**src/rtl/truth_table_scanner_pkg.sv**
```systemverilog
// ============================================================================
// truth_table_scanner_pkg : shared FSM states and sizing for the scanner.  Rev 1.0
// ============================================================================
`default_nettype none

package truth_table_scanner_pkg;

  typedef enum logic [2:0] {
    ST_IDLE    = 3'd0,
    ST_DRIVE   = 3'd1,
    ST_SETTLE  = 3'd2,
    ST_CAPTURE = 3'd3,
    ST_DONE    = 3'd4
  } state_t;

  localparam int NUM_VECTORS  = 8;
  localparam int IDX_W        = $clog2(NUM_VECTORS);
  localparam int SETTLE_CNT_W = 4;

  localparam logic [IDX_W-1:0] LAST_IDX = IDX_W'(NUM_VECTORS - 1);

endpackage

`default_nettype wire

```
**src/rtl/truth_table_scanner.sv**
```systemverilog
// ============================================================================
// truth_table_scanner : drives all 8 input vectors, captures f_in per vector.
// Optional macro TT_COMPARE_EN enables the golden-table compare.  Rev 1.0
// ============================================================================
`default_nettype none

module truth_table_scanner
  import truth_table_scanner_pkg::*;
#(
  parameter int SETTLE = 3
) (
  input  logic       clk,
  input  logic       rst_n,
  input  logic       start,
  input  logic       abort,
  input  logic       f_in,
  input  logic [7:0] golden,
  output logic       a,
  output logic       b,
  output logic       c,
  output logic       busy,
  output logic       done,
  // Captured table; the name "table" itself is a reserved word.
  output logic [7:0] tt_table,
  output logic       mismatch
);

  localparam logic [SETTLE_CNT_W-1:0] SETTLE_LOAD = SETTLE_CNT_W'(SETTLE);
  localparam logic [SETTLE_CNT_W-1:0] CNT_ONE     = SETTLE_CNT_W'(1);

  state_t                  state;
  state_t                  state_d;
  logic [IDX_W-1:0]        idx;
  logic [SETTLE_CNT_W-1:0] settle_cnt;
  logic                    accept;

  assign accept = start && !abort;
  assign busy   = (state != ST_IDLE);
  assign done   = (state == ST_DONE);

  always_ff @(posedge clk or negedge rst_n) begin
    if (!rst_n) state <= ST_IDLE;
    else        state <= state_d;
  end

  always_comb begin
    state_d = state;
    case (state)
      ST_IDLE:    if (accept) state_d = ST_DRIVE;
      ST_DRIVE:   if (abort)                 state_d = ST_IDLE;
                  else if (SETTLE == 0)      state_d = ST_CAPTURE;
                  else                       state_d = ST_SETTLE;
      ST_SETTLE:  if (abort)                 state_d = ST_IDLE;
                  else if (settle_cnt <= CNT_ONE) state_d = ST_CAPTURE;
      ST_CAPTURE: if (abort)                 state_d = ST_IDLE;
                  else if (idx == LAST_IDX)  state_d = ST_DONE;
                  else                       state_d = ST_DRIVE;
      ST_DONE:    state_d = ST_IDLE;
      default:    state_d = ST_IDLE;
    endcase
  end

  // The capture happens even on an aborted CAPTURE cycle so that bits seen so far are kept.
  always_ff @(posedge clk or negedge rst_n) begin
    if (!rst_n) begin
      idx        <= '0;
      settle_cnt <= '0;
      a          <= 1'b0;
      b          <= 1'b0;
      c          <= 1'b0;
      tt_table   <= 8'h00;
    end else begin
      case (state)
        ST_IDLE: begin
          if (accept) begin
            idx      <= '0;
            tt_table <= 8'h00;
          end
        end
        ST_DRIVE: begin
          {a, b, c}  <= idx;
          settle_cnt <= SETTLE_LOAD;
        end
        ST_SETTLE: begin
          settle_cnt <= settle_cnt - CNT_ONE;
        end
        ST_CAPTURE: begin
          tt_table[idx] <= f_in;
          if (!abort && (idx != LAST_IDX)) idx <= idx + IDX_W'(1);
        end
        default: ;
      endcase
    end
  end

`ifdef TT_COMPARE_EN
  always_ff @(posedge clk or negedge rst_n) begin
    if (!rst_n) begin
      mismatch <= 1'b0;
    end else if (state == ST_IDLE) begin
      if (accept) mismatch <= 1'b0;
    end else if (abort) begin
      mismatch <= 1'b0;
    end else if (state == ST_DONE) begin
      mismatch <= (tt_table != golden);
    end
  end
`else
  logic unused_golden;
  assign unused_golden = ^golden;
  assign mismatch      = 1'b0;
`endif

endmodule

`default_nettype wire

```
**config.mk**
```make
export PLATFORM = sky130hd
export DESIGN_NAME = truth_table_scanner
export DESIGN_NICKNAME = d
export VERILOG_FILES = /design/src/rtl/truth_table_scanner_pkg.sv /design/src/rtl/truth_table_scanner.sv
export SDC_FILE = /design/constraint.sdc
export NUM_CORES = 1
export LEC_CHECK = 0
export ABC_AREA = 1
export BUFFER_PORTS_ARGS = -buffer_cell sky130_fd_sc_hd__buf_2
export CAP_MARGIN = 20
export CORE_MARGIN = 1.5
export CORE_UTILIZATION = 52
export CTS_CLUSTER_DIAMETER = 100
export DETAILED_ROUTE_END_ITERATION = 8
export GPL_ROUTABILITY_DRIVEN = 0
export HOLD_SLACK_MARGIN = 0.05
export PLACE_DENSITY = 0.78
export SYNTH_ARGS = -nofsm -noshare
export SYNTH_HDL_FRONTEND = slang
export SYNTH_SLANG_ARGS = --single-unit
export TNS_END_PERCENT = 20
```
**constraint.sdc**
```tcl
create_clock -name clk -period 1.5 [get_ports clk]
set_clock_uncertainty 0.2 [all_clocks]
set_input_delay 0.15 -clock clk [delete_from_list [all_inputs] [get_ports clk]]
set_output_delay 0.15 -clock clk [all_outputs]
set_load 0.005 [all_outputs]
```
==> results of run 1 <==
## logic make-up after synthesis
family,Yosys count,share of synthesized area
buffers and inverters,18,0.0788
flip-flops,21,0.460
AO/OA/AOI/OAI,8,0.0372
adder cells (fa/ha/maj),4,0.0438
AND/OR/NAND/NOR,93,0.377
other,1,0.00328
## registers in the layout (all words and copies together), names as in the netlist
register and count:
idx 3, a 1, settle_cnt 4, c 1
state 3, tt_table 8, b 1
## critical path, stage by stage, from the launching register on
cell     delay (ns)
dfrtp_2        0.48
nor2_4         0.17
nand2_2        0.07
buf_2          0.13
## layout by cell type (no fill, tap or decap), drive strengths merged, types with 4 or more instances in the layout
master / netlist / routed
nand4: 8 / 8
dfrtp: 21 / 21
buf: 5 / 23
nor2: 12 / 12
inv: 10 / 10
o21ai: 6 / 6
ha: 4 / 4
nand2: 50 / 50
nand3: 19 / 19
clkbuf: 0 / 4
## final timing paths
check                           slack (ns)                    start  depth (start not counted)                         to
worst max-delay path                -0.002     state[2]$_DFFE_PN0P_                          3                       busy
worst min-delay path                  0.11                    rst_n                          2    tt_table[3]$_DFFE_PN0P_
worst max register to register        0.03     state[0]$_DFFE_PN0P_                          6  settle_cnt[2]$_DFFE_PN0P_
worst min register to register        0.28  tt_table[5]$_DFFE_PN0P_                          2    tt_table[5]$_DFFE_PN0P_
max in group asynchronous             0.62                    rst_n                          2       state[1]$_DFFE_PN0P_
min in group clk                      0.19                    start                          6       state[0]$_DFFE_PN0P_
## routing by layer
metal	global-route usage	part of all wire	wire [um]	up-vias
met4	0.0972	0.024	63	0
met1	0.256	0.45	1160	507
met3	0.0364	0.021	55	8
li1	-	-	-	518
met2	0.387	0.50	1300	20
met5	0	0	0	-
## cell type report
cell class	instances	area, sq um
Multi-Input combinational cell	106	601
Clock buffer	3	22.5
Clock inverter	1	5.00
Tap cell	27	33.8
Inverter	13	56.3
Timing Repair Buffer	27	170
Fill cell	166	606
Sequential cell	21	528
## power by group
group	total [mW]	switching, mW	internal, mW	leakage [nW]
clock network	0.285	0.185	0.0995	0.0177
registers	0.735	0.0797	0.656	0.280
logic	0.674	0.430	0.243	0.435
## repair_timing
| item | 4_1_cts | 5_1_grt |
|---|---|---|
| pin swaps | 3 | 8 |
| buffers inserted | 0 | 3 |
| hold buffers | 3 | 0 |
| endpoints found under the hold margin | 32 | 0 |
| cloned | 0 | 0 |
| resized for setup | 5 | 17 |
| setup endpoints to repair | 4 | 16 |
## through the flow
stage / util / power [mW] / instances / setup slack (ns) / setup TNS (ns)
finish: 0.700 / 1.69 / 198 / -0.00223 / -0.00223
detailed placement: 0.619 / 1.32 / 188 / -0.00229 / -0.00229
CTS: 0.653 / 1.63 / 195 / 0.00352 / 0
floorplan: - / 1.16 / 145 / 0.0959 / 0
global placement: 0.619 / 1.30 / 188 / 0.0243 / 0
global route: 0.700 / 1.81 / 198 / -0.0634 / -0.298
==> results.cfg, run 1 <==
[grt]
first_global_vias = 933
overflow = 0
grt_use_total = 0.218
antenna_found_initial = 0
grt_max_degree = 22
grt_pass1_wl_um = 4080

[clock_network]
numCtsBuffers = 3
clock_path_buffers = 2
cts.sinks = 21
cts_tree = done
clk_latency_ns = 0.31
cts_max_level = 1
root_buffer = clkbuf_4
clk_pin_slew_worst_paths_ns = 0.14

[die]
start_util = 0.566
die_h_um = 49.9
rows = 16
fp.dieW_um = 49.9
core_sq_um = 2020
num_io_pins = 27
die-area_sq_um = 2490

[sta]
fmax_mhz = 666
setup_viol = 1
period_minus_slack_ns = 1.50
setup_ws_ns = -0.00223
post-route-period-util = 1.00
slew_violations = 0
hold_viol = 0
holdWs_ns = 0.107
rsz0062_at_grt = true

[logic_synthesis]
synth_cell_types = 21
synth_nets = 162
synth.most_common_cell = nand2_1
syn_avg_cell_area_sq_um = 7.89
ys.flop_type = dfrtp_1
synth_area_sq_um = 1140
yosysTopAreaCellShare = 0.460
synth_edf_count = 0
synthTopCellsByArea = dfrtp_1 (46%), nand2_1 (15%), nand3_1 (7.4%), ha_1 (4.4%), nand4_1 (4.4%)
syn_inst = 145
synth_area_leader_cell = dfrtp_1
ys_seq_elements = 21
yosysWarnings = 0
synthArstFlopShare = 1.00
synth_commonest_cells = nand2_1 (47), dfrtp_1 (21), nand3_1 (17)
ys_seq_area_frac = 0.460

[finish]
n_antenna_cell = 0
syn_to_final_growth_pct = 23.9
drive_above_1_share = 0.287
fin_area_sq_um = 1420
nets = 189

[power_and_ir_drop]
peakVddDrop_mv = 0.825
power_leakage_nw = 0.733
powerDensity_nw_per_um2 = 1200

[drt]
first_iter_violations = 26
drt-total-wl_um = 2580
drtPass1Iterations = 4
via_count = 1053
drc = 0
wl_per_cell_um = 13.0
via_per_inst = 5.32
drtAntennaViolNets = 0

[outcome]
violations = setup timing
outcome = finished, violations left

[flow_run]
maxCapViolations = 0

[critical_path]
crit_path_end_kind = output port
path_class = flop to output port
critPathMaxFanout = 3
arrival_ns = 1.15
start_kind = flop
worstPathRequired_ns = 1.15

[worst_hold_path]
hp-class = input pin to async pin

[place]
placed_area_sq_um = 1250
port_buffers = 17
hpwl_um = 1630
(Power assumes the default switching activity.)
==> inputs of run 2 (changes only) <==
- CORE_UTILIZATION: 52 -> 55
- PLACE_DENSITY: 0.78 -> 0.81
- SETUP_SLACK_MARGIN: default -> 0.3
- clock period: 1.5 -> 1.9 ns (I/O delays scaled with it)
==> run 2 against run 1 <==
  * The run now ends clean
  * Clock-buffer cell count is 1 higher
  * Setup slack better by 0.37 ns
  * Global-route usage is 1.5 points lower
  * Sequential power is 21% lower
  * Register-to-register slack better by 0.38 ns
  * Core utilization is 3.4 points lower
  * Hold slack worse by 0.032 ns
  * Via count is 4.3% lower
  * Critical path type unchanged
  * Critical endpoint unchanged
==> results.cfg, run 2 (same netlist as run 1, synthesis figures left out) <==
[drt]
via_per_inst = 5.22
drtPass1Iterations = 4
drt-total-wl_um = 2200
first_iter_violations = 25
via_count = 1008
drc = 0
drtAntennaViolNets = 0
wl_per_cell_um = 11.4

[finish]
nets = 184
drive_above_1_share = 0.217
fin_area_sq_um = 1310
largest_reg_flops = 8
final_cell_mix = nand2_1 (46), dfrtp_1 (19), nand3_1 (17), buf_2 (17), inv_1 (10)
top_regs = tt_table: 8 flops, settle_cnt: 4 flops
nFillCells = 178
regMostFlops = tt_table
syn_to_final_growth_pct = 14.3
mostFrequentLayoutCell = nand2_1
n_antenna_cell = 0
fin_cells = 193

[sta]
rsz0062_at_grt = true
setup_viol = 0
slew_violations = 0
timing.setup.tns_ns = 0
hold_viol = 0
period_minus_slack_ns = 1.53
holdWs_ns = 0.0742
fmax_mhz = 654
post-route-period-util = 0.804

[critical_path]
arrival_ns = 1.14
critPathMaxFanout = 3
crit_path_end_kind = output port
start_kind = flop
worstPathRequired_ns = 1.51
path_class = flop to output port

[clock_network]
cts_tree = done
clock_path_buffers = 2
cts_max_level = 1
numCtsBuffers = 3
clk_latency_ns = 0.30
cts.sinks = 21
root_buffer = clkbuf_4
clk_pin_slew_worst_paths_ns = 0.11
post-cts-setup-buffers = 0

[grt]
grt_max_degree = 22
grt_use_total = 0.203
antenna_found_initial = 0
overflow = 0
first_global_vias = 906
grt_pass1_wl_um = 3820

[place]
dp.cells = 187
port_buffers = 17
placed_area_sq_um = 1240
hpwl_um = 1590

[power_and_ir_drop]
power_leakage_nw = 0.697
powerDensity_nw_per_um2 = 961
peakVddDrop_mv = 0.661

[die]
num_io_pins = 27
fp.dieW_um = 48.6
rows = 16
die-area_sq_um = 2360
core_sq_um = 1960
start_util = 0.583
die_h_um = 48.6

[outcome]
outcome = finished clean

[worst_hold_path]
hp-class = input pin to flop

[flow_run]
maxCapViolations = 0
## run 2: cell type report
type,instances,area (sq um),share of cell area
Clock buffer,4,26.3,0.0201
Timing Repair Buffer,22,128,0.0976
Multi-Input combinational cell,106,543,0.415
Sequential cell,21,528,0.404
Tap cell,27,33.8,0.0258
Inverter,13,48.8,0.0373
## run 2: worst max-delay path, cell delays in order, from the launching register on
cell and delay [ns]:
dfrtp_2 0.47, nor2_4 0.14, nand2_1 0.09, buf_2 0.13
## run 2: metrics by stage
stage / setup slack [ns] / power [mW] / util
floorplan: 0.496 / 0.916 / -
global placement: 0.400 / 1.02 / 0.634
detailed placement: 0.391 / 1.04 / 0.634
CTS: 0.326 / 1.25 / 0.658
global route: 0.291 / 1.36 / 0.666
finish: 0.372 / 1.26 / 0.666
## run 2: path summary, 6_finish.rpt
check	from	end	slack, ns	cells after the start
setup / recovery	state[2]$_DFFE_PN0P_	busy	0.37	3
hold / removal	f_in	tt_table[7]$_DFFE_PN0P_	0.07	5
setup reg to reg	state[2]$_DFFE_PN0P_	tt_table[1]$_DFFE_PN0P_	0.41	5
hold reg to reg	tt_table[3]$_DFFE_PN0P_	tt_table[3]$_DFFE_PN0P_	0.27	2
max in group asynchronous	rst_n	state[1]$_DFFE_PN0P_	0.99	2
min in group asynchronous	rst_n	idx[1]$_DFFE_PN0P_	0.17	2
## run 2: timing repair
item,4_1_cts,5_1_grt
endpoints found under the hold margin,23,0
hold buffers,2,0
endpoints found under the setup margin,0,13
resized for setup,0,6
## run 2: layer usage
metal / GRT usage / up-vias / routed length (um)
met5: 0 / - / 0
met4: 0.0714 / 0 / 15
met3: 0.0309 / 3 / 75
met2: 0.354 / 27 / 1180
met1: 0.255 / 468 / 930
li1: - / 510 / -
## run 2: power breakdown
group          total, mW  internal (mW)  switching (mW)
combinational      0.467          0.160           0.307
clock              0.210         0.0817           0.128
sequential         0.579          0.518          0.0615
total               1.26          0.759           0.497
==> inputs of run 3 (changes only) <==
- CORE_UTILIZATION: 55 -> 52
- PLACE_DENSITY: 0.81 -> 0.78
- clock period: 1.9 -> 1.5 ns (I/O delays scaled with it)
==> run 3 against run 2 <==
  * Global-route usage increased by 2.5 points
  * Highest routed layer unchanged
  * Non-clock buffer count grew 5
  * Register-to-register slack worse by 0.38 ns
  * Largest cell class unchanged
  * Critical path depth up 4
==> results.cfg, run 3 (same netlist as run 1, synthesis figures left out) <==
[outcome]
outcome = finished clean

[die]
rows = 16
die-area_sq_um = 2490
die_h_um = 49.9
num_io_pins = 27
fp.dieW_um = 49.9
core_sq_um = 2020
start_util = 0.566

[sta]
slew_violations = 0
post-route-period-util = 0.981
setup_viol = 0
hold_viol = 0
holdWs_ns = 0.0417
rsz0062_at_grt = true
fmax_mhz = 680
timing.setup.tns_ns = 0
period_minus_slack_ns = 1.47

[grt]
antenna_found_initial = 0
grt_pass1_wl_um = 4370
grt_max_degree = 22
first_global_vias = 1027
grt_use_total = 0.228
overflow = 0

[critical_path]
r2r-start = idx[0]$_DFFE_PN0P_
worstPathRequired_ns = 1.56
path_class = flop to flop
arrival_ns = 1.53
crit_chain = ha_2, ha_4, nor2_4, nand2_4, nand2_2, nand3_2, nand2_1
start_kind = flop
critPathMaxFanout = 5
r2r_setup_slack_ns = 0.03
cpMaxStageDelayCell = dfrtp_1
slowest_delay_ns = 0.44
reg2reg_depth = 7
crit_path_end_kind = flop
r2r_end = idx[1]$_DFFE_PN0P_

[finish]
mostFrequentLayoutCell = nand2_1
n_antenna_cell = 0
utilization = 0.704
nets = 189
drive_above_1_share = 0.316
regMostFlops = tt_table
ff_latch_area_sq_um = 529
multi_input_area_sq_um = 601
largest_reg_flops = 8
top_regs = tt_table: 8 flops, settle_cnt: 4 flops
fin_area_sq_um = 1420
nFillCells = 173
syn_to_final_growth_pct = 24.5
final_cell_mix = nand2_1 (43), dfrtp_1 (18), buf_2 (17), nand3_1 (14)

[place]
placed_area_sq_um = 1300
port_buffers = 17
hpwl_um = 1700

[clock_network]
clock_path_buffers = 2
numCtsBuffers = 3
cts.sinks = 21
root_buffer = clkbuf_4
clk_pin_slew_worst_paths_ns = 0.12
cts_tree = done
clk_latency_ns = 0.31
cts_max_level = 1

[worst_hold_path]
hp-class = input pin to flop
whs_endpoint = idx[1]$_DFFE_PN0P_
hold_path_depth = 5
hold_start = abort

[power_and_ir_drop]
power_leakage_nw = 0.734
peakVddDrop_mv = 0.835
powerDensity_nw_per_um2 = 1230
total_power_mw = 1.76

[drt]
first_iter_violations = 24
drtPass1Iterations = 4
drt-total-wl_um = 2490
drtAntennaViolNets = 0
via_count = 1072
via_per_inst = 5.41
drc = 0
wl_per_cell_um = 12.6

[flow_run]
maxCapViolations = 0
-- run 3: cell types whose count changed in the layout (fill, tap and decap cells not counted), moves of 2 or more --
| cell | previous run | this run |
|---|---|---|
| nor2_1 | 9 | 7 |
| nand3_2 | 2 | 5 |
| nand2_1 | 46 | 43 |
| buf_4 | 3 | 6 |
| inv_2 | 0 | 2 |
| nor2_4 | 2 | 4 |
| inv_1 | 10 | 8 |
| nand3_1 | 17 | 14 |
| nand2_2 | 3 | 5 |
-- run 3: worst max-delay path: cells and delay by family, from the launching register on --
family,cells,cell delay [ns]
flops,1,0.44
fa+ha+maj,2,0.39
simple gates,5,0.40
-- run 3: how the worst max path moves through the flow --
stage / depth (start not counted) / slack [ns] / endpoint / startpoint
after floorplan: 7 / 0.19 / idx[0]$_DFFE_PN0P_ / idx[1]$_DFFE_PN0P_
after global placement: 5 / 0.07 / tt_table[4]$_DFFE_PN0P_ / state[2]$_DFFE_PN0P_
after detailed placement: 5 / 0.03 / tt_table[6]$_DFFE_PN0P_ / state[2]$_DFFE_PN0P_
after CTS: 3 / 0.01 / busy / state[2]$_DFFE_PN0P_
after global routing: 3 / -0.04 / busy / state[1]$_DFFE_PN0P_
final: 7 / 0.03 / idx[1]$_DFFE_PN0P_ / idx[0]$_DFFE_PN0P_
-- run 3: cell type report --
type	instances	share of cell area
repair buffers	27	0.127
flip-flops and latches	21	0.372
well taps	27	0.0237
multi-input cells	106	0.422
clock inverters	1	0.00351
inverters	13	0.0369
clock buffers	3	0.0158
-- run 3: timing repair --
action	4_1_cts	5_1_grt
endpoints found under the hold margin	31	0
buffers inserted	3	0
pin swaps	2	5
resized for setup	4	10
hold buffers	3	0
setup endpoints to repair	24	34
-- run 3: per-stage QoR --
stage | worst slack, ns | cells
after global placement | 0.0665 | 188
after detailed placement | 0.0268 | 188
after CTS | 0.0137 | 198
after global routing | -0.0440 | 198
after floorplan | 0.195 | 145
final | 0.0283 | 198
-- run 3: routing by layer --
layer | up-vias | global-route usage | wire, um
met5 | - | 0 | 0
met4 | 0 | 0.0787 | 25
met3 | 4 | 0.0394 | 101
met2 | 32 | 0.378 | 1270
met1 | 511 | 0.299 | 1090
li1 | 525 | - | -
-- run 3: power by group --
group          switching [mW]  total (mW)  leakage, nW  internal (mW)
clock network           0.182       0.281       0.0177         0.0995
logic                   0.439       0.733        0.437          0.294
registers              0.0846       0.743        0.279          0.658
